**config.mk**
```make
export PLATFORM = sky130hd
export DESIGN_NAME = spi_master
export DESIGN_NICKNAME = d
export VERILOG_FILES = /design/src/rtl/spi_master.sv
export SDC_FILE = /design/constraint.sdc
export NUM_CORES = 1
export LEC_CHECK = 0
export CELL_PAD_IN_SITES_DETAIL_PLACEMENT = 1
export CELL_PAD_IN_SITES_GLOBAL_PLACEMENT = 2
export CORE_MARGIN = 8
export CORE_UTILIZATION = 34
export DETAILED_ROUTE_END_ITERATION = 6
export PLACE_DENSITY_LB_ADDON = 0.2
export SLEW_MARGIN = 25
export SYNTH_ARGS = -nofsm -noshare
export SYNTH_HDL_FRONTEND = slang
export SYNTH_SLANG_ARGS = --single-unit
```
**constraint.sdc**
```tcl
create_clock -name clk27m -period 2.5 [get_ports clk27m]
set_clock_uncertainty 0.15 [all_clocks]
set_input_delay 0.5 -clock clk27m [delete_from_list [all_inputs] [get_ports clk27m]]
set_output_delay 0.5 -clock clk27m [all_outputs]
set_load 0.01 [all_outputs]
```
**src/rtl/spi_master.sv**
```systemverilog
// Mode-3 SPI initiator: byte stream in, received bytes out as one-cycle strobes, multi-byte frames with cs held low.
// Build option: SPI_MASTER_LOOPBACK_EN samples the internal mosi register instead of miso (board self-test).
//
// state  | meaning
// IDLE   | cs high, waiting for the first byte of a frame
// LEAD   | cs low, sclk high, lead time before the first sclk fall
// LOW    | sclk low half-period, mosi presents the current bit
// HIGH   | sclk high half-period, miso sampled on its last cycle
// WAIT   | between bytes of a frame, cs low and sclk high, waiting for the next byte
// LAG    | cs still low after the final byte
// GAP    | cs high, minimum idle time before the next frame
module spi_master #(
  parameter int CLK_DIV = 14,
  parameter int CS_LEAD = 4,
  parameter int CS_LAG  = 4,
  parameter int CS_IDLE = 8
) (
  input  logic       clk27m,
  input  logic       rst,
  input  logic [7:0] tx_data,
  input  logic       tx_valid,
  input  logic       tx_last,
  output logic       tx_ready,
  output logic [7:0] rx_data,
  output logic       rx_valid,
  output logic       busy,
  output logic       sclk,
  output logic       cs,
  output logic       mosi,
  input  logic       miso
);

  typedef enum logic [2:0] {
    S_IDLE,
    S_LEAD,
    S_LOW,
    S_HIGH,
    S_WAIT,
    S_LAG,
    S_GAP
  } state_t;

  state_t     state_q;
  state_t     state_d;
  logic [7:0] cnt_q;
  logic [2:0] bit_q;
  logic       last_q;
  logic       pend_q;
  logic [7:0] tx_sh_q;
  logic [7:0] rx_sh_q;
  logic       rx_bit;
  logic       tc;
  logic       hs;
  logic       enter;
  logic       sclk_d;
  logic       cs_d;
  logic       busy_d;

  assign tc    = (cnt_q == 8'd0);
  assign hs    = tx_valid & tx_ready;
  assign enter = (state_d != state_q);

  function automatic logic [7:0] period(input state_t s);
    case (s)
      S_LEAD:         period = 8'(CS_LEAD - 1);
      S_LOW, S_HIGH:  period = 8'(CLK_DIV - 1);
      S_LAG:          period = 8'(CS_LAG - 1);
      S_GAP:          period = 8'(CS_IDLE - 1);
      default:        period = 8'd0;
    endcase
  endfunction

`ifdef SPI_MASTER_LOOPBACK_EN
  logic unused_miso;
  assign unused_miso = miso;
  assign rx_bit      = mosi;
`else
  logic miso_s1;
  logic miso_s2;

  always_ff @(posedge clk27m or posedge rst) begin
    if (rst) begin
      miso_s1 <= 1'b0;
      miso_s2 <= 1'b0;
    end else begin
      miso_s1 <= miso;
      miso_s2 <= miso_s1;
    end
  end

  assign rx_bit = miso_s2;
`endif

  always_ff @(posedge clk27m or posedge rst) begin
    if (rst) state_q <= S_IDLE;
    else     state_q <= state_d;
  end

  always_comb begin
    state_d = state_q;
    case (state_q)
      S_IDLE: if (hs) state_d = S_LEAD;
      S_LEAD: if (tc) state_d = S_LOW;
      S_LOW:  if (tc) state_d = S_HIGH;
      S_HIGH: begin
        if (tc) begin
          if (bit_q != 3'd0) state_d = S_LOW;
          else if (last_q)   state_d = S_LAG;
          else               state_d = S_WAIT;
        end
      end
      // a byte accepted in WAIT spends one more cycle here (pend_q) before the first fall
      S_WAIT: if (pend_q) state_d = S_LOW;
      S_LAG:  if (tc) state_d = S_GAP;
      S_GAP:  if (tc) state_d = S_IDLE;
      default: state_d = S_IDLE;
    endcase
  end

  always_comb begin
    tx_ready = (state_q == S_IDLE) || ((state_q == S_WAIT) && !pend_q);
    sclk_d   = (state_d != S_LOW);
    busy_d   = (state_d != S_IDLE);
    cs_d     = 1'b1;
    case (state_d)
      S_LEAD, S_LOW, S_HIGH, S_WAIT, S_LAG: cs_d = 1'b0;
      default:                              cs_d = 1'b1;
    endcase
  end

  always_ff @(posedge clk27m or posedge rst) begin
    if (rst) begin
      sclk <= 1'b1;
      cs   <= 1'b1;
      busy <= 1'b0;
    end else begin
      sclk <= sclk_d;
      cs   <= cs_d;
      busy <= busy_d;
    end
  end

  always_ff @(posedge clk27m or posedge rst) begin
    if (rst) begin
      cnt_q    <= 8'd0;
      bit_q    <= 3'd0;
      last_q   <= 1'b0;
      pend_q   <= 1'b0;
      tx_sh_q  <= 8'd0;
      rx_sh_q  <= 8'd0;
      rx_data  <= 8'd0;
      rx_valid <= 1'b0;
      mosi     <= 1'b0;
    end else begin
      rx_valid <= 1'b0;
      pend_q   <= (state_q == S_WAIT) && hs;

      if (enter)           cnt_q <= period(state_d);
      else if (!tc)        cnt_q <= cnt_q - 8'd1;

      if (hs) last_q <= tx_last;

      if (enter && (state_d == S_LOW)) begin
        mosi    <= tx_sh_q[7];
        tx_sh_q <= {tx_sh_q[6:0], 1'b0};
        bit_q   <= (state_q == S_HIGH) ? (bit_q - 3'd1) : 3'd7;
      end else if (hs) begin
        tx_sh_q <= tx_data;
      end

      if ((state_q == S_LAG) && (state_d == S_GAP)) mosi <= 1'b0;

      if ((state_q == S_HIGH) && tc) begin
        rx_sh_q <= {rx_sh_q[6:0], rx_bit};
        if (bit_q == 3'd0) begin
          rx_data  <= {rx_sh_q[6:0], rx_bit};
          rx_valid <= 1'b1;
        end
      end
    end
  end

endmodule

```
Yosys cells after proc, flatten, opt, wreduce, memory -nomap -nowiden
Cells that the tools add are included.

cells by class
  equal/unequal tests = 15
  reduce and logical (&&, ||, !) cells = 18
  muxes and demuxes = 21
  multipliers = 0
  div/mod/pow operators = 0
  magnitude comparators = 0
  bitwise logic cells = 1
  shift-type cells = 0
  add/subtract/negate cells = 2

operator list
  operator                                                                 number
  8-bit two-way mux                                                        4
  3-bit two-way mux                                                        9
  3-bit case mux with 7 select lines                                       1
  3-bit equality test, second input constant                               6
  3-bit by 2-bit equality test with 1-bit output, second input constant    4
  4-bit case mux with 3 select lines                                       1
  8-bit zero test                                                          1
  8-bit by 1-bit subtractor with 8-bit output, second input constant       1
  3-bit by 1-bit equality test with 1-bit output, second input constant    2
  3-bit zero test                                                          2
  1-bit two-way mux                                                        6
  3-bit nonzero test                                                       2
  1-bit logical AND                                                        5
  5-bit OR reduction                                                       1
  2-bit nonzero test                                                       2
  2-bit OR reduction                                                       2
  3-bit by 2-bit inequality test with 1-bit output, second input constant  1
  3-bit inequality test                                                    1
  3-bit by 1-bit subtractor with 3-bit output, second input constant       1
  2-bit by 1-bit inequality test with 1-bit output, second input constant  1
  2-bit AND reduction                                                      1
  1-bit AND                                                                1
  1-bit zero test                                                          1
  1-bit logical OR                                                         1

word-level totals
  memory bits (read-only) = 0
  output and inout bits = 14
  bits in writable memories = 0
  register bits = 46
  latch bits = 0
  word-level logic and storage cells = 72
  input bits = 13
  memories kept = 0

Depth between registers and ports, before layout
Gate-level depths: netlist of the first run.

  depth in word-level cells = 10
  gate-level depth with buffers = 10
  mapped depth without buffers = 8

Least setup slack after synthesis of the first run
No wires, ideal clock.

  path type = register to register
  start point = register cnt_q[0]
  end point = register tx_sh_q[1]
  arrival time = 2.217 ns
  buffers on the path = 2
  stages on the path, launching flop included = 10
  required time = 2.225 ns
  path slack = 0.007 ns
  setup time = 0.125 ns
  cell sequence = dfrtp_1 inv_1 ha_1 or4b_1 buf_2 a2111oi_2 a211o_1 nand4b_4 buf_6 mux2_4

on the way
  word-level cells in the longest chain between the ends = 6

ends and longest elaborated chain
  element                                                                                         line     RTL
  start: declaration                                                                              45       logic [7:0] cnt_q;
  start signal: assignment                                                                        158      if (enter) cnt_q <= period(state_d);
  start signal: assignment                                                                        159      else if (!tc) cnt_q <= cnt_q - 8'd1;
  8-bit zero test *                                                                               59       assign tc = (cnt_q == 8'd0);
  3-bit two-way mux (on tied branches)                                                            n/a
  3-bit case mux with 7 select lines *                                                            101      case (state_q)
  named net state_d[0]                                                                            44       state_t state_d;
  3-bit inequality test / 3-bit by 2-bit equality test with 1-bit output (equally long branches)  61, 163
  1-bit logical AND *                                                                             163      if (enter && (state_d == S_LOW)) begin
  8-bit two-way mux / 2-bit nonzero test (equally long branches)                                  n/a
  end signal: assignment                                                                          165      tx_sh_q <= {tx_sh_q[6:0], 1'b0};
  end signal: assignment                                                                          168      tx_sh_q <= tx_data;
  end: declaration                                                                                49       logic [7:0] tx_sh_q;

Mark *: on every way through the listed nets, which the timed path passes. The rest lies on a longest branch.
A chain may end at the register's enable or synchronous reset.

Worst setup path after layout of the first run
Ends and elaborated chain as after synthesis.

==> flow_metrics.env, run 1 <==
export IMPL_status="finished clean"
export IMPL_cts_root_buf="clkbuf_8"
export IMPL_gp_congestion=0.8315
export IMPL_syn_nets=198
export IMPL_cts_buffers=5
export IMPL_fmax_mhz=404.4
export IMPL_synth_edf_count=0
export IMPL_ant_nets=0
export IMPL_p_per_area_nw_per_um2=1051
export IMPL_finalPower_mw=3.134
export IMPL_setup_viol=0
export IMPL_num_rows=29
export IMPL_reg2reg_depth=9
export IMPL_ys_types=49
export IMPL_fin_area_um2=2982
export IMPL_start_util_pct=35.23
export IMPL_gr_total_overflow=0
export IMPL_clk_latency_ps=300
export IMPL_die_width_um=97.12
export IMPL_mostFrequentLayoutCells="dfrtp_1 (41), clkdlybuf4s50_1 (26), buf_4 (25), mux2_2 (23), nand2_1 (16)"
export IMPL_relSlewSlack_pct=60.61
export IMPL_cts_buffer_depth=2
export IMPL_avgSynthCellArea_um2=12.29
export IMPL_numClockSinks=46
export IMPL_holdPathStages=0
export IMPL_drt_pass1_iter_count=4
export IMPL_place_hpwl_um=3933
export IMPL_viasPerCell=5.051
export IMPL_hold_viol_final=0
export IMPL_cts_tree="done"
export IMPL_ys_warn_count=0
export IMPL_critPathRequiredTime_ps=2550
export IMPL_grt_max_degree=33
export IMPL_cts_max_level=2
export IMPL_dp_slack_ps=-39.35
export IMPL_grtUsageTotal_pct=11.93
export IMPL_coreArea_um2=6350
export IMPL_antenna_found_initial=0
export IMPL_place_area_um2=2704
export IMPL_finalNetCount=253
export IMPL_die_h_um=97.12
export IMPL_num_io_pins=27
export IMPL_fillerInstances=672
export IMPL_synth_seq_area_share_pct=51.57
export IMPL_cts_hold_buffers_added=0
export IMPL_num_vias=1591
export IMPL_port_buffer_count=26
export IMPL_crit_type="flop to flop"
export IMPL_antennaDiodeCount=0
export IMPL_dp_cells=294
export IMPL_end_kind="flop"
export IMPL_start_kind="flop"
export IMPL_path_max_fanout=6
export IMPL_rsz0062_at_grt="yes"
export IMPL_drv_cap=0
export IMPL_synthFlopType="dfrtp_1"
export IMPL_final_max_slew_violation_count=0
export IMPL_setup_ws_ps=26.98
export IMPL_multi_input_area_um2=1065
export IMPL_grt_pass1_wl_um=9204
export IMPL_wl_um=5484
export IMPL_final_common_cell="dfrtp_1"
export IMPL_clkTransAtPathRegs_ps=100
export IMPL_grt_pass1_vias=1802
export IMPL_p_leak_nw=1.363
export IMPL_area_growth_pct=33.28
export IMPL_worstMarginPinSlew_ps=587.2
export IMPL_min_period_ps=2473
export IMPL_regArea_um2=1157
export IMPL_post_route_util_pct=46.96
export IMPL_ys_ff_latch=46
export IMPL_vdd_ir_drop_max_v=0.0004953
export IMPL_netlist_instances=182
export IMPL_drive_gt1_share_pct=38.66
export IMPL_crit_arrival_ps=2520
export IMPL_synth_area_um2=2237
export IMPL_dieArea_um2=9431
export IMPL_period_share_pct=98.92
export IMPL_drt_iter0_markers=33
export IMPL_instances_no_fill=315
export IMPL_synthArstFlopShare_pct=100.0
export IMPL_wire_per_inst_um=17.41
export IMPL_drc=0
export IMPL_hold_path_class="flop to flop"
[state kept, by name, summed over array words and instances (netlist names), 3 cells and up]
signal	flops
rx_data	8
tx_sh_q	8
state_q	3
rx_sh_q	7
bit_q	3
cnt_q	8
[synth_stat cells (4+ instances only)]
cell     count  area [µm²]
inv_1        8       30.03
buf_2        4       20.02
nor2_1       5       18.77
dfrtp_1     44        1101
xnor2_1      4       35.03
a21oi_1      7       35.03
nand3_1      4       20.02
mux2_4       7       105.1
mux2_2      25       281.5
nand2_1     16       60.06
[cells by family (layout without fill, tap and decap cells)]
logic type | after synthesis | in the layout | share of synthesized area (%)
and+or+nand+nor | 53 | 53 | 15.05
DFF | 46 | 46 | 51.57
muxes | 34 | 34 | 18.18
AOI/OAI and AO/OA | 25 | 25 | 8.501
buffers and inverters | 17 | 73 | 3.467
xor gates and xnor gates | 4 | 4 | 1.566
adders and majority gates | 3 | 3 | 1.678
[area by class of cell]
cell class	count	area share, %
multi-input cells	119	35.71
flip-flops and latches	46	38.82
clock buffers	5	2.308
repair buffers	56	17.96
clock inverters	3	0.7973
well taps	77	3.231
inverters	9	1.175
[metal layers]
| metal | wire length [µm] | up-vias | track usage, % |
|---|---|---|---|
| li1 | - | 750 | - |
| met2 | 2849 | 25 | 20.83 |
| met3 | 201 | 9 | 3.343 |
| met5 | 0 | - | 0 |
| met1 | 2338 | 807 | 13.48 |
| met4 | 95 | 0 | 4.260 |
[critical path, stage by stage (launching register included)]
cell	delay [ps]
dfrtp_1	400
inv_2	80
ha_4	130
or4b_4	500
buf_6	140
a2111oi_4	170
a211o_1	170
nand4b_4	170
clkbuf_16	160
mux2_4	290
[where the power goes]
group | switching (mW) | internal [mW] | leakage, nW
clock network | 0.278 | 0.200 | 0.0408
registers | 0.209 | 0.981 | 0.580
logic | 0.656 | 0.809 | 0.743
total | 1.14 | 1.99 | 1.36
[metrics by stage]
| stage | hold slack (ps) | setup TNS (ps) |
|---|---|---|
| 2_1_floorplan | 181.2 | 0 |
| 3_3_place_gp | 185.3 | 0 |
| 3_5_place_dp | 187.1 | -308.8 |
| 4_1_cts | 208.2 | -8.632 |
| 5_1_grt | 238.5 | -352.3 |
| 6_report | 210.6 | 0 |
[worst paths after layout]
| check | slack (ps) | to | start |
|---|---|---|---|
| worst max-delay path | 30 | tx_sh_q[1] | cnt_q[0] |
| worst min-delay path | 210 | miso_s2 | miso_s1 |
| worst max register to register | 30 | tx_sh_q[1] | cnt_q[0] |
| worst min register to register | 210 | miso_s2 | miso_s1 |
| max in group asynchronous | 1280 | sclk | rst |
| min in group asynchronous | 330 | mosi | rst |
[what timing repair did]
item / in CTS / in global routing
pin swaps: 2 / 8
buffers inserted: 7 / 7
gates resized for setup: 12 / 9
setup endpoints to repair: 11 / 16
cloned: 1 / 0
No activity file was read; power rests on OpenSTA's default activity.
==> inputs of run 2 (changes only) <==
Settings changed: CORE_UTILIZATION 34 to 23.
==> run 2 against run 1 <==
Net effect: register-to-register slack better by 20 ps; clock power up 0.8%; global-route usage down 3.3 points.
==> flow_metrics.env, run 2 (synthesis gave the netlist of run 1 again) <==
export IMPL_status="finished clean"
export IMPL_hold_path_class="flop to flop"
export IMPL_r2r_slack_ps=50
export IMPL_cts_root_buf="clkbuf_8"
export IMPL_drv_cap=0
export IMPL_p_leak_nw=1.347
export IMPL_antennaDiodeCount=0
export IMPL_num_io_pins=27
export IMPL_finalPower_mw=3.048
export IMPL_rsz0062_at_grt="yes"
export IMPL_mostFrequentLayoutCells="dfrtp_1 (41), buf_4 (28), clkdlybuf4s50_1 (26), mux2_2 (25), nand2_1 (16)"
export IMPL_critPathCapture="tx_sh_q[3]"
export IMPL_finalNetCount=253
export IMPL_grt_pass1_vias=1745
export IMPL_num_vias=1559
export IMPL_start_util_pct=23.32
export IMPL_wl_um=5127
export IMPL_fmax_mhz=408.3
export IMPL_drive_gt1_share_pct=39.08
export IMPL_worstMarginPinSlew_ps=528.1
export IMPL_relSlewSlack_pct=64.74
export IMPL_fillerInstances=1073
export IMPL_start_kind="flop"
export IMPL_setup_ws_ps=50.57
export IMPL_drc=0
export IMPL_antenna_found_initial=0
export IMPL_clk_latency_ps=300
export IMPL_hold_viol_final=0
export IMPL_crit_arrival_ps=2490
export IMPL_cts_hold_buffers_added=0
export IMPL_wire_per_inst_um=13.82
export IMPL_drt_iter0_markers=44
export IMPL_grt_pass1_wl_um=9059
export IMPL_end_kind="flop"
export IMPL_period_share_pct=97.98
export IMPL_area_growth_pct=34.79
export IMPL_crit_path_start="cnt_q[1]"
export IMPL_reg_largest_list="cnt_q (8), rx_data (8), tx_sh_q (8)"
export IMPL_path_max_fanout=6
export IMPL_numClockSinks=46
export IMPL_gr_total_overflow=0
export IMPL_p_per_area_nw_per_um2=1011
export IMPL_gp_congestion=0.7110
export IMPL_min_period_ps=2449
export IMPL_critPathRequiredTime_ps=2540
export IMPL_regArea_um2=1157
export IMPL_reg2reg_depth=9
export IMPL_final_common_cell="dfrtp_1"
export IMPL_setup_viol=0
export IMPL_grt_max_degree=27
export IMPL_grtUsageTotal_pct=8.672
export IMPL_multi_input_area_um2=1049
export IMPL_num_rows=36
export IMPL_crit_type="flop to flop"
export IMPL_dieArea_um2=13140
export IMPL_viasPerCell=4.202
export IMPL_die_width_um=114.6
export IMPL_place_hpwl_um=3695
export IMPL_vdd_ir_drop_max_v=0.0002852
export IMPL_clkTransAtPathRegs_ps=100
export IMPL_setup_tns_ps=0
export IMPL_cts_buffers=5
export IMPL_cts_max_level=2
export IMPL_dp_slack_ps=-34.75
export IMPL_final_max_slew_violation_count=0
export IMPL_ant_nets=0
export IMPL_drt_pass1_iter_count=2
export IMPL_cts_buffer_depth=2
export IMPL_coreArea_um2=9594
export IMPL_die_h_um=114.6
export IMPL_cts_tree="done"
export IMPL_rr_startpoint="cnt_q[1]"
export IMPL_reg2reg_to="tx_sh_q[3]"
export IMPL_port_buffer_count=26
==> run 2: cell types whose count changed in the layout (fill, tap and decap cells not counted) <==
cell	before	now
buf_4	25	28
mux2_4	9	7
buf_6	2	0
nor4b_4	1	0
nor4b_2	0	1
buf_12	2	1
clkinv_1	1	0
inv_2	2	3
mux2_2	23	25
==> run 2: metrics by stage <==
| step | utilization, % | instance area [µm²] | std cells | hold WS [ps] |
|---|---|---|---|---|
| finish | 31.43 | 3015 | 371 | 211.9 |
| global route | 31.43 | 3015 | 371 | 227.9 |
| CTS | 31.22 | 2995 | 371 | 216.0 |
| detailed placement | 29.25 | 2806 | 356 | 192.5 |
| global placement | 29.25 | 2806 | 356 | 184.2 |
| floorplan | - | 2237 | 182 | 181.2 |
==> run 2: power by group <==
part	switching, mW	internal [mW]
clock	0.281	0.201
sequential	0.203	0.981
combinational	0.601	0.781
==> run 2: area by class of cell <==
class / count / area share [%]
clock buffers: 5 / 2.282
clock inverters: 3 / 0.7884
well taps: 133 / 5.519
flip-flops and latches: 46 / 38.38
repair buffers: 56 / 17.10
inverters: 9 / 1.162
multi-input cells: 119 / 34.77
==> run 2: repair_timing <==
action,CTS,global route
endpoints found under the setup margin,10,16
pin swaps,4,4
setup buffers,6,1
endpoints found under the hold margin,0,0
gates resized for setup,7,9
gates cloned,1,0
==> run 2: layer usage <==
metal / wire [µm] / global-route usage (%) / vias to the layer above / part of all wire (%)
met1: 2451 / 11.27 / 770 / 48
met2: 2401 / 13.72 / 22 / 47
met4: 82 / 3.194 / 0 / 1.6
met3: 191 / 1.899 / 7 / 3.7
li1: - / - / 760 / -
met5: 0 / 0 / - / 0
==> run 2: critical path, stage by stage (launching register included) <==
cell       delay, ps
dfrtp_1          400
inv_2             80
ha_4             130
or4b_4           540
o21ai_2          150
o211ai_1         150
clkinv_2         100
nand4b_4         140
clkbuf_16        200
mux2_4           290
==> run 2: how the worst min path moves through the flow <==
stage / start / to / slack (ps) / cells past startpoint
2_1_floorplan: miso_s1 / miso_s2 / 180 / 0
3_3_place_gp: miso_s1 / miso_s2 / 180 / 0
3_5_place_dp: miso_s1 / miso_s2 / 190 / 0
4_1_cts: miso_s1 / miso_s2 / 220 / 0
5_1_grt: miso_s1 / miso_s2 / 230 / 0
6_report: miso_s1 / miso_s2 / 210 / 0
